## src/rtl/kypd_scanner.sv

```systemverilog
// kypd_scanner: 4x4 keypad column scanner with sweep-level debounce, ghost rejection
// and a valid/ack key report with sticky overrun.
module kypd_scanner #(
   parameter int SCAN_TICKS     = 100000,
   parameter int DEBOUNCE_SCANS = 4
) (
   input  logic       pb_clk,
   input  logic       pb_reset,
   input  logic [3:0] kypd_row,
   output logic [3:0] kypd_col,
   output logic [3:0] key_code,
   output logic       key_valid,
   input  logic       key_ack,
   output logic       key_held,
   output logic       overrun
);
   localparam int TW = $clog2(SCAN_TICKS);
   localparam int CW = $clog2(DEBOUNCE_SCANS + 1);
   localparam logic [TW-1:0] TICK_LAST = TW'(SCAN_TICKS - 1);
   localparam logic [CW-1:0] CNT_MAX = CW'(DEBOUNCE_SCANS);
   localparam logic [CW-1:0] CNT_ONE = CW'(1);
   localparam logic [4:0] NONE = 5'h10;
   // Key codes packed by snapshot index {col, row}, index 0 in the low nibble
   localparam logic [63:0] KEY_MAP = 64'hDCBA_E963_F852_0741;

   logic [TW-1:0] tick_q, tick_d;
   logic [1:0] col_idx_q, col_idx_d;
   logic [3:0] col_q, col_d;
   logic [3:0] row_s1_q, row_s2_q;
   logic [15:0] snap_q, snap_d;
   logic eval_q, eval_d;
   logic [4:0] prev_q, prev_d;
   logic [4:0] stable_q, stable_d;
   logic [CW-1:0] cnt_q, cnt_d;
   logic [3:0] code_q, code_d;
   logic valid_q, valid_d;
   logic held_q, held_d;
   logic ovr_q, ovr_d;
   logic tc, accept, press;
   logic [4:0] ones, cand;
   logic [3:0] idx;

   always_comb begin
      ones = '0;
      idx = '0;
      for (int i = 0; i < 16; i++) begin
         ones = ones + 5'(snap_q[i]);
         if (snap_q[i]) idx = 4'(i);
      end
   end

   assign tc = tick_q == TICK_LAST;
   // More than one pressed contact in a sweep is treated as no key at all
   assign cand = (ones == 5'd1) ? {1'b0, KEY_MAP[{idx, 2'b00} +: 4]} : NONE;

   always_comb begin
      tick_d = tc ? '0 : tick_q + 1'b1;
      col_idx_d = tc ? col_idx_q + 2'd1 : col_idx_q;
      col_d = ~(4'b0001 << col_idx_d);
      eval_d = tc && (col_idx_q == 2'd3);
      snap_d = eval_q ? '0 : snap_q;
      if (tc) snap_d[{col_idx_q, 2'b00} +: 4] = ~row_s2_q;
   end

   always_comb begin
      cnt_d = !eval_q ? cnt_q : (cand != prev_q) ? CNT_ONE : (cnt_q == CNT_MAX) ? cnt_q : cnt_q + 1'b1;
      prev_d = eval_q ? cand : prev_q;
      accept = eval_q && (cnt_d == CNT_MAX) && (cand != stable_q);
      stable_d = accept ? cand : stable_q;
      press = accept && (cand != NONE);
      held_d = stable_d != NONE;
      valid_d = press || (valid_q && !key_ack);
      code_d = (press && (!valid_q || key_ack)) ? cand[3:0] : code_q;
      ovr_d = (valid_q && key_ack) ? 1'b0 : (press && valid_q) ? 1'b1 : ovr_q;
   end

   always_ff @(posedge pb_clk or posedge pb_reset) begin
      if (pb_reset) begin
         tick_q <= '0;
         col_idx_q <= '0;
         col_q <= 4'b1110;
         row_s1_q <= 4'hF;
         row_s2_q <= 4'hF;
         snap_q <= '0;
         eval_q <= 1'b0;
         prev_q <= NONE;
         stable_q <= NONE;
         cnt_q <= '0;
         code_q <= '0;
         valid_q <= 1'b0;
         held_q <= 1'b0;
         ovr_q <= 1'b0;
      end else begin
         tick_q <= tick_d;
         col_idx_q <= col_idx_d;
         col_q <= col_d;
         row_s1_q <= kypd_row;
         row_s2_q <= row_s1_q;
         snap_q <= snap_d;
         eval_q <= eval_d;
         prev_q <= prev_d;
         stable_q <= stable_d;
         cnt_q <= cnt_d;
         code_q <= code_d;
         valid_q <= valid_d;
         held_q <= held_d;
         ovr_q <= ovr_d;
      end
   end

   assign kypd_col = col_q;
   assign key_code = code_q;
   assign key_valid = valid_q;
   assign key_held = held_q;
   assign overrun = ovr_q;
endmodule

```

## config.mk

```make
export PLATFORM = sky130hd
export DESIGN_NAME = kypd_scanner
export DESIGN_NICKNAME = d
export VERILOG_FILES = /design/src/rtl/kypd_scanner.sv
export SDC_FILE = /design/constraint.sdc
export NUM_CORES = 1
export LEC_CHECK = 0
export CORE_AREA = 2 2 99 101
export CTS_CLUSTER_SIZE = 40
export DETAILED_ROUTE_END_ITERATION = 16
export DIE_AREA = 0 0 101 103
export PLACE_DENSITY = 0.69
export SETUP_SLACK_MARGIN = 0.4
export SYNTH_ARGS = -nofsm -noshare
export SYNTH_HDL_FRONTEND = slang
export SYNTH_SLANG_ARGS = --single-unit
```

## constraint.sdc

```tcl
create_clock -name pb_clk -period 8.32 [get_ports pb_clk]
set_clock_uncertainty 0.1 [all_clocks]
set_input_delay 1.664 -clock pb_clk [delete_from_list [all_inputs] [get_ports pb_clk]]
set_output_delay 1.664 -clock pb_clk [all_outputs]
set_load 0.02 [all_outputs]
```

==> results of run 1 <==
[Yosys cell counts, drive strengths merged (2+ instances only)]
master and count:
nand2 27, nand3b 16, nor2 27, nand2b 3, a21oi 10, fa 10, mux2i 6, dfrtp 55
nand4 5, xnor2 9, o21ai 6, nor3b 2, buf 4, a21o 4, xor2 10, o41ai 4
o31a 2, nor2b 4, mux2 9, nor3 6, dfstp 13, and4 3, inv 36, and3 3
nand3 12, clkbuf 4, or4 3, ha 15, or2 6, nor4b 3, o31ai 12, a31o 2
nor4 8, and2 3
[where the power goes]
part,total (mW),switching (mW),internal (mW)
Sequential,0.336,0.00162,0.334
Clock,0.324,0.132,0.193
Combinational,0.00941,0.00659,0.00282
[worst register-to-register path, stage by stage (launching register included)]
cell,delay [ps]
sky130_fd_sc_hd__dfrtp_1,440
sky130_fd_sc_hd__inv_1,90
sky130_fd_sc_hd__fa_1,530
sky130_fd_sc_hd__inv_1,50
sky130_fd_sc_hd__fa_1,460
sky130_fd_sc_hd__fa_1,520
sky130_fd_sc_hd__inv_1,50
sky130_fd_sc_hd__fa_1,480
sky130_fd_sc_hd__inv_1,50
sky130_fd_sc_hd__ha_1,200
sky130_fd_sc_hd__fa_1,450
sky130_fd_sc_hd__nor4b_1,500
sky130_fd_sc_hd__nand2_1,310
sky130_fd_sc_hd__a21oi_1,450
sky130_fd_sc_hd__o221a_2,320
sky130_fd_sc_hd__and3_1,310
sky130_fd_sc_hd__o2111a_4,310
sky130_fd_sc_hd__mux2_4,300
[through the flow]
| step | instance area, um2 | power [mW] |
|---|---|---|
| 6_report | 4365 | 0.6695 |
| 5_1_grt | 4365 | 0.6961 |
| 4_1_cts | 4365 | 0.6809 |
| 3_5_place_dp | 4119 | 0.3521 |
| 3_3_place_gp | 4119 | 0.3519 |
| 2_1_floorplan | 3841 | 0.3460 |
[area by class of cell]
class / instances / area share [%]
tap: 114 / 3.267
timing repair buffer: 19 / 4.242
inverter: 36 / 3.095
clock inverter: 3 / 1.032
sequential: 68 / 39.35
clock buffer: 13 / 4.614
multi-input combinational: 252 / 44.40
[worst min path at each step]
stage                                     start                    end  depth (start not counted)
final                     row_s1_q[2]$_DFF_PP1_  row_s2_q[2]$_DFF_PP1_                          0
after global routing      row_s1_q[3]$_DFF_PP1_  row_s2_q[3]$_DFF_PP1_                          0
after CTS                 row_s1_q[2]$_DFF_PP1_  row_s2_q[2]$_DFF_PP1_                          0
after detailed placement  row_s1_q[2]$_DFF_PP1_  row_s2_q[2]$_DFF_PP1_                          0
after global placement    row_s1_q[0]$_DFF_PP1_  row_s2_q[0]$_DFF_PP1_                          0
after floorplan           row_s1_q[0]$_DFF_PP1_  row_s2_q[0]$_DFF_PP1_                          0
[kinds of logic (layout without fill, tap and decap cells)]
group	count (synthesis)	count (layout)	synth area share (%)
xor+xnor	19	19	4.332
compound gates	58	58	11.50
fa+ha+maj	25	25	10.10
buf+inv	44	71	4.983
mux	15	15	4.821
flops	68	68	44.72
simple gates	135	135	19.54
[state kept, by name (all words and copies together) (netlist names)]
signal     count
cnt_q          3
col_idx_q      2
eval_q         1
key_code       4
key_held       1
key_valid      1
kypd_col       4
overrun        1
prev_q         5
row_s1_q       4
row_s2_q       4
snap_q        16
stable_q       5
tick_q        17
[per-layer routing]
metal	track usage (%)	share of wire [%]	vias up	wire length, um
met5	0	0	-	0
met4	6.237	1.5	0	116
met3	4.339	3.9	13	292
met2	26.46	49	57	3684
met1	21.08	46	1331	3480
li1	-	-	1330	-
==> impl_metrics.py, run 1 <==
metrics = {
    "run_status": {
        "status": "complete, no violations",
    },
    "timing": {
        "final.period_utilization_pct": 72.43,
        "setup_viol": 0,
        "fin_setup_tns_ps": 0,
        "final-hold-violation-count": 0,
        "number_of_pins_exceeding_their_max_slew_limit_in_the_final_report": 0,
        "max_slew.worst_pin.slew_ps": 824.1,
        "min_period_ps": 6026,
        "worst_slew_margin_rel_pct": 45.06,
        "grt_setup_unrepaired": "no",
        "timing.fmax_mhz": 165.9,
        "hold-worst-slack_ps": 256.2,
        "setup_ws_ps": 2294,
    },
    "worst_setup_path": {
        "worst_r2r_endpoint": "key_code[1]$_DFFE_PP0P_",
        "crit_buf_inv": 4,
        "critPathMaxFanout": 7,
        "timing.rr.start": "snap_q[5]$_DFF_PP0_",
        "cp_depth": 17,
        "worst-endpoint-arrival_ps": 6160,
        "critical-path-max-stage-delay_ps": 530,
        "critical-path-top-delay-family": "adder cells",
        "start_kind": "flop",
        "timing_worst_setup_path_type": "reg -> reg",
        "critical-path-slowest-cell": "sky130_fd_sc_hd__fa_1",
        "worst_ep_required_time_ps": 8450,
        "worst_r2r_path_depth": 17,
        "reg2reg_setup_slack_ps": 2290,
        "crit_path_end_kind": "flop",
        "worstSetupStartpoint": "snap_q[5]$_DFF_PP0_",
        "timing.critical_path.mode_cell": "sky130_fd_sc_hd__fa_1",
        "path_cells": "inv_1, fa_1, inv_1, fa_1, fa_1, inv_1, fa_1, inv_1, ha_1, fa_1, nor4b_1, nand2_1, a21oi_1, o221a_2, and3_1, o2111a_4, mux2_4",
        "worst_setup_path_endpoint": "key_code[1]$_DFFE_PP0P_",
    },
    "floorplan": {
        "num_io_pins": 18,
        "coreArea_um2": 9459,
        "die_height_um": 103,
        "dieWidth_um": 101,
        "floorplan.rows": 36,
        "starting_utilization_of_the_core_area_pct": 40.61,
        "die_area_um2": 10400,
    },
    "clock_network": {
        "post_cts_hold_buffer_count": 0,
        "tritoncts": "done",
        "cts_repair_resize_count": 0,
        "cts_num_sinks": 68,
        "clock_latency_reported_for_the_late_side_of_the_worst_skew_pair_ps": 340,
        "clock_path_buffers": 2,
        "htree_levels": 3,
        "cts-buffers-inserted": 9,
        "cts_post_setup_buffers_inserted": 0,
        "clockRootBuffer": "sky130_fd_sc_hd__clkbuf_8",
        "cts_clock_pin_slew_for_the_worst_setup_and_hold_paths_ps": 70,
    },
    "placed_design": {
        "detailedPlace.worstSlack_ps": 2283,
        "placed_cells": 489,
        "gp_routability_congestion": 0.9030,
        "port_buffers": 17,
        "place_hpwl_um": 5366,
    },
    "synthesis": {
        "ys_async_sr_fraction_pct": 100.0,
        "yosysSeqAreaShare_pct": 44.72,
        "syn-num-nets": 396,
        "synth_top_flop_cell": "sky130_fd_sc_hd__dfrtp_1",
        "synth_area_per_cell_um2": 10.55,
        "synth.distinct_cells": 63,
        "netlist.top_cell.by_area": "sky130_fd_sc_hd__dfrtp_1",
        "synth_enable_flop_cells": 0,
        "synth_top_cells_by_area": "sky130_fd_sc_hd__dfrtp_1 (36%), sky130_fd_sc_hd__dfstp_2 (8.9%), sky130_fd_sc_hd__fa_1 (5.2%)",
        "count_of_state_elements_after_synthesis": 68,
        "syn_area_um2": 3841,
        "synth_top_area_share_pct": 35.83,
        "synthesis.yosys.warnings": 0,
        "post_synth_inst_count": 364,
    },
    "power": {
        "leakage_nw": 1.980,
        "peakVddDrop_v": 0.0001068,
        "power_density_nw_per_um2": 153.4,
    },
    "cells_and_area": {
        "fin_nets": 418,
        "final_core_utilization_pct": 46.15,
        "mostFrequentLayoutCells": "sky130_fd_sc_hd__dfrtp_1 (55), sky130_fd_sc_hd__inv_1 (35), sky130_fd_sc_hd__nor2_1 (27), sky130_fd_sc_hd__nand2_1 (27), sky130_fd_sc_hd__clkdlybuf4s50_1 (17)",
        "n_fill_cell": 888,
        "stdcell_count": 505,
        "antenna_cells_inserted": 0,
        "flow.area_growth_from_synthesis_pct": 13.65,
        "multiInputGateArea_um2": 1938,
        "layout.area.seq_um2": 1718,
        "layout_commonest_cell": "sky130_fd_sc_hd__dfrtp_1",
        "post_route_cells_drive_above_1_share_pct": 15.60,
    },
    "min_path": {
        "worst_hold_path_class": "reg -> reg",
    },
    "global_routing": {
        "antenna_found_initial": 0,
        "grt_pass1_wl_um": 13320,
        "grt_max_degree": 69,
        "gr-usage-all-layers_pct": 16.33,
        "grt_overflow": 0,
        "first_global_vias": 2850,
    },
    "route": {
        "ant_nets": 0,
        "post_drt_via_cell_ratio": 5.408,
        "average_routed_wire_per_standard_cell_um": 15.00,
        "routed-via-count": 2731,
        "first_iter_violations": 112,
        "drcViolationCount": 0,
        "finalWirelength_um": 7575,
        "firstDrtPassIters": 4,
    },
    "run": {
        "timing.max_cap.violations": 0,
    },
}
(Power assumes the default switching activity.)
==> inputs of run 2 (changes only) <==
==> constraint.sdc (replaced) <==
create_clock -name pb_clk -period 5.8 [get_ports pb_clk]
set_clock_uncertainty 0.1 [all_clocks]
set_input_delay 1.16 -clock pb_clk [delete_from_list [all_inputs] [get_ports pb_clk]]
set_output_delay 1.16 -clock pb_clk [all_outputs]
set_load 0.02 [all_outputs]
==> run 2 against run 1 <==
  * Critical path depth is 1 higher
  * Combinational power is 45% higher
  * Sequential power is 43% higher
  * Sequential share of layout area is 0.80 points lower
  * Clock power is 22% higher
  * Count of clock-buffer cells in the layout is 3 lower
  * Die area stayed put
  * Utilization is 1.1 points higher
  * Setup slack worse by 1700 ps
  * Critical path type unchanged
  * Critical endpoint unchanged
  * Largest cell class unchanged
==> impl_metrics.py, run 2 (synthesis results as in run 1) <==
metrics = {
    "run_status": {
        "status": "complete, no violations",
    },
    "clock_network": {
        "cts-buffers-inserted": 9,
        "cts_clock_pin_slew_for_the_worst_setup_and_hold_paths_ps": 80,
        "cts_num_sinks": 68,
        "tritoncts": "done",
        "clock_latency_reported_for_the_late_side_of_the_worst_skew_pair_ps": 350,
        "htree_levels": 3,
        "clockRootBuffer": "sky130_fd_sc_hd__clkbuf_8",
        "clock_path_buffers": 2,
    },
    "cells_and_area": {
        "largest_register_ff_count": 17,
        "reg_top3": "tick_q (17), snap_q (16)",
        "final_core_utilization_pct": 47.28,
        "stdcell_count": 519,
        "n_fill_cell": 891,
        "regMostFlops": "tick_q",
        "fin_nets": 432,
        "mostFrequentLayoutCells": "sky130_fd_sc_hd__dfrtp_1 (50), sky130_fd_sc_hd__inv_1 (34), sky130_fd_sc_hd__nor2_1 (27), sky130_fd_sc_hd__nand2_1 (26), sky130_fd_sc_hd__clkdlybuf4s50_1 (17)",
        "antenna_cells_inserted": 0,
        "post_route_cells_drive_above_1_share_pct": 21.48,
        "flow.area_growth_from_synthesis_pct": 16.42,
        "layout_commonest_cell": "sky130_fd_sc_hd__dfrtp_1",
    },
    "min_path": {
        "worst_hold_path_class": "reg -> reg",
        "hold_path_depth": 0,
        "hold-path-endpoint": "row_s2_q[2]$_DFF_PP1_",
        "worst_hold_startpoint": "row_s1_q[2]$_DFF_PP1_",
    },
    "timing": {
        "fin_setup_tns_ps": 0,
        "final.period_utilization_pct": 90.51,
        "grt_setup_unrepaired": "no",
        "timing.fmax_mhz": 190.5,
        "setup_viol": 0,
        "final-hold-violation-count": 0,
        "max_slew.worst_pin.slew_ps": 812.8,
        "worst_slew_margin_rel_pct": 45.82,
        "min_period_ps": 5249,
        "number_of_pins_exceeding_their_max_slew_limit_in_the_final_report": 0,
        "setup_ws_ps": 550.7,
    },
    "route": {
        "ant_nets": 0,
        "first_iter_violations": 138,
        "routed-via-count": 2785,
        "post_drt_via_cell_ratio": 5.366,
        "drcViolationCount": 0,
        "firstDrtPassIters": 4,
        "finalWirelength_um": 7654,
        "average_routed_wire_per_standard_cell_um": 14.75,
    },
    "floorplan": {
        "coreArea_um2": 9459,
        "num_io_pins": 18,
        "die_area_um2": 10400,
        "die_height_um": 103,
        "floorplan.rows": 36,
        "dieWidth_um": 101,
        "starting_utilization_of_the_core_area_pct": 40.61,
    },
    "global_routing": {
        "grt_max_degree": 42,
        "gr-usage-all-layers_pct": 15.97,
        "global_route.usage.met1_pct": 20.53,
        "grt.met2_usage_pct": 26.36,
        "grt_overflow": 0,
        "first_global_vias": 2711,
        "grt_pass1_wl_um": 13050,
        "grt_most_used_layer": "met2",
        "antenna_found_initial": 0,
        "grt_util_met3_pct": 4.068,
    },
    "worst_setup_path": {
        "reg2reg_setup_slack_ps": 550,
        "critical-path-max-stage-delay_ps": 520,
        "timing.critical_path.mode_cell": "sky130_fd_sc_hd__fa_1",
        "critical-path-slowest-cell": "sky130_fd_sc_hd__fa_1",
        "critPathMaxFanout": 7,
        "start_kind": "flop",
        "crit_buf_inv": 5,
        "worst-endpoint-arrival_ps": 5380,
        "timing_worst_setup_path_type": "reg -> reg",
        "path_cells": "fa_1, inv_1, fa_1, inv_1, fa_1, inv_1, fa_1, inv_1, ha_2, fa_1, nor4b_4, and2_4, buf_4, nor4b_1, a41o_1, nand4_1, o2111a_4, mux2_4",
        "timing.rr.start": "snap_q[15]$_DFF_PP0_",
        "crit_path_end_kind": "flop",
        "worst_r2r_path_depth": 18,
        "worst_ep_required_time_ps": 5930,
        "critical-path-top-delay-family": "adder cells",
        "worst_r2r_endpoint": "key_code[1]$_DFFE_PP0P_",
    },
    "placed_design": {
        "placed_cells": 493,
        "gp_routability_congestion": 0.8575,
        "detailedPlace.worstSlack_ps": 268.0,
        "place_hpwl_um": 5503,
        "port_buffers": 17,
    },
    "run": {
        "timing.max_cap.violations": 0,
    },
    "power": {
        "post-layout-total-power_uw": 890.2,
        "power_density_nw_per_um2": 199.1,
        "leakage_nw": 2.018,
        "peakVddDrop_v": 0.0001625,
    },
}
[run 2: changes by cell type in the layout (fill, tap and decap cells not counted), moves of 2 or more]
cell,before,now
sky130_fd_sc_hd__inv_6,1,3
sky130_fd_sc_hd__clkbuf_8,11,9
sky130_fd_sc_hd__clkinvlp_4,0,2
sky130_fd_sc_hd__dfrtp_2,0,5
sky130_fd_sc_hd__dfrtp_1,55,50
sky130_fd_sc_hd__buf_4,2,16
[run 2: worst max-delay path by stage]
stage	start	end	slack [ps]	cells past startpoint
6_report	snap_q[15]$_DFF_PP0_	key_code[1]$_DFFE_PP0P_	550	18
5_1_grt	snap_q[5]$_DFF_PP0_	key_code[1]$_DFFE_PP0P_	390	18
4_1_cts	snap_q[11]$_DFF_PP0_	key_code[1]$_DFFE_PP0P_	430	17
3_5_place_dp	snap_q[5]$_DFF_PP0_	key_code[1]$_DFFE_PP0P_	270	17
3_3_place_gp	snap_q[5]$_DFF_PP0_	key_code[0]$_DFFE_PP0P_	430	17
2_1_floorplan	snap_q[5]$_DFF_PP0_	key_code[0]$_DFFE_PP0P_	420	18
[run 2: stage by stage]
| stage | cell area (um2) | hold WS (ps) |
|---|---|---|
| floorplan | 3841 | 245.2 |
| global route | 4472 | 267.1 |
| CTS | 4359 | 259.7 |
| finish | 4472 | 258.3 |
| detailed placement | 4149 | 246.8 |
| global placement | 4149 | 245.7 |
[run 2: report_power, final]
part / switching, mW / total, mW / internal [mW]
clock network: 0.207 / 0.395 / 0.189
logic: 0.00957 / 0.0136 / 0.00404
registers: 0.00220 / 0.481 / 0.479
[run 2: per-layer routing]
metal,part of all wire (%),vias to the layer above,wire length [um]
li1,-,1355,-
met1,47,1359,3564
met2,48,57,3671
met3,3.6,14,276
met4,1.8,0,141
met5,0,-,0
[run 2: final cells by class]
class	instances	area (um2)	share of cell area, %
multi-input combinational	252	1978	44.24
sequential	68	1724	38.56
timing repair buffer	33	290.3	6.491
clock buffer	10	148.9	3.330
tap	114	142.6	3.190
inverter	36	135.1	3.022
clock inverter	6	52.55	1.175
[run 2: timing repair]
action | CTS | global route
setup buffers | 0 | 10
resized for setup | 3 | 13
pin swaps | 0 | 8
hold buffers | 0 | 0
endpoints found under the setup margin | 8 | 12
[run 2: worst reg2reg max path: stages, from the launching register on]
cell	delay [ps]
sky130_fd_sc_hd__dfrtp_1	490
sky130_fd_sc_hd__fa_1	520
sky130_fd_sc_hd__inv_1	50
sky130_fd_sc_hd__fa_1	470
sky130_fd_sc_hd__inv_1	50
sky130_fd_sc_hd__fa_1	470
sky130_fd_sc_hd__inv_1	50
sky130_fd_sc_hd__fa_1	480
sky130_fd_sc_hd__inv_1	40
sky130_fd_sc_hd__ha_2	180
sky130_fd_sc_hd__fa_1	510
sky130_fd_sc_hd__nor4b_4	370
sky130_fd_sc_hd__and2_4	240
sky130_fd_sc_hd__buf_4	130
sky130_fd_sc_hd__nor4b_1	50
sky130_fd_sc_hd__a41o_1	240
sky130_fd_sc_hd__nand4_1	130
sky130_fd_sc_hd__o2111a_4	270
sky130_fd_sc_hd__mux2_4	300
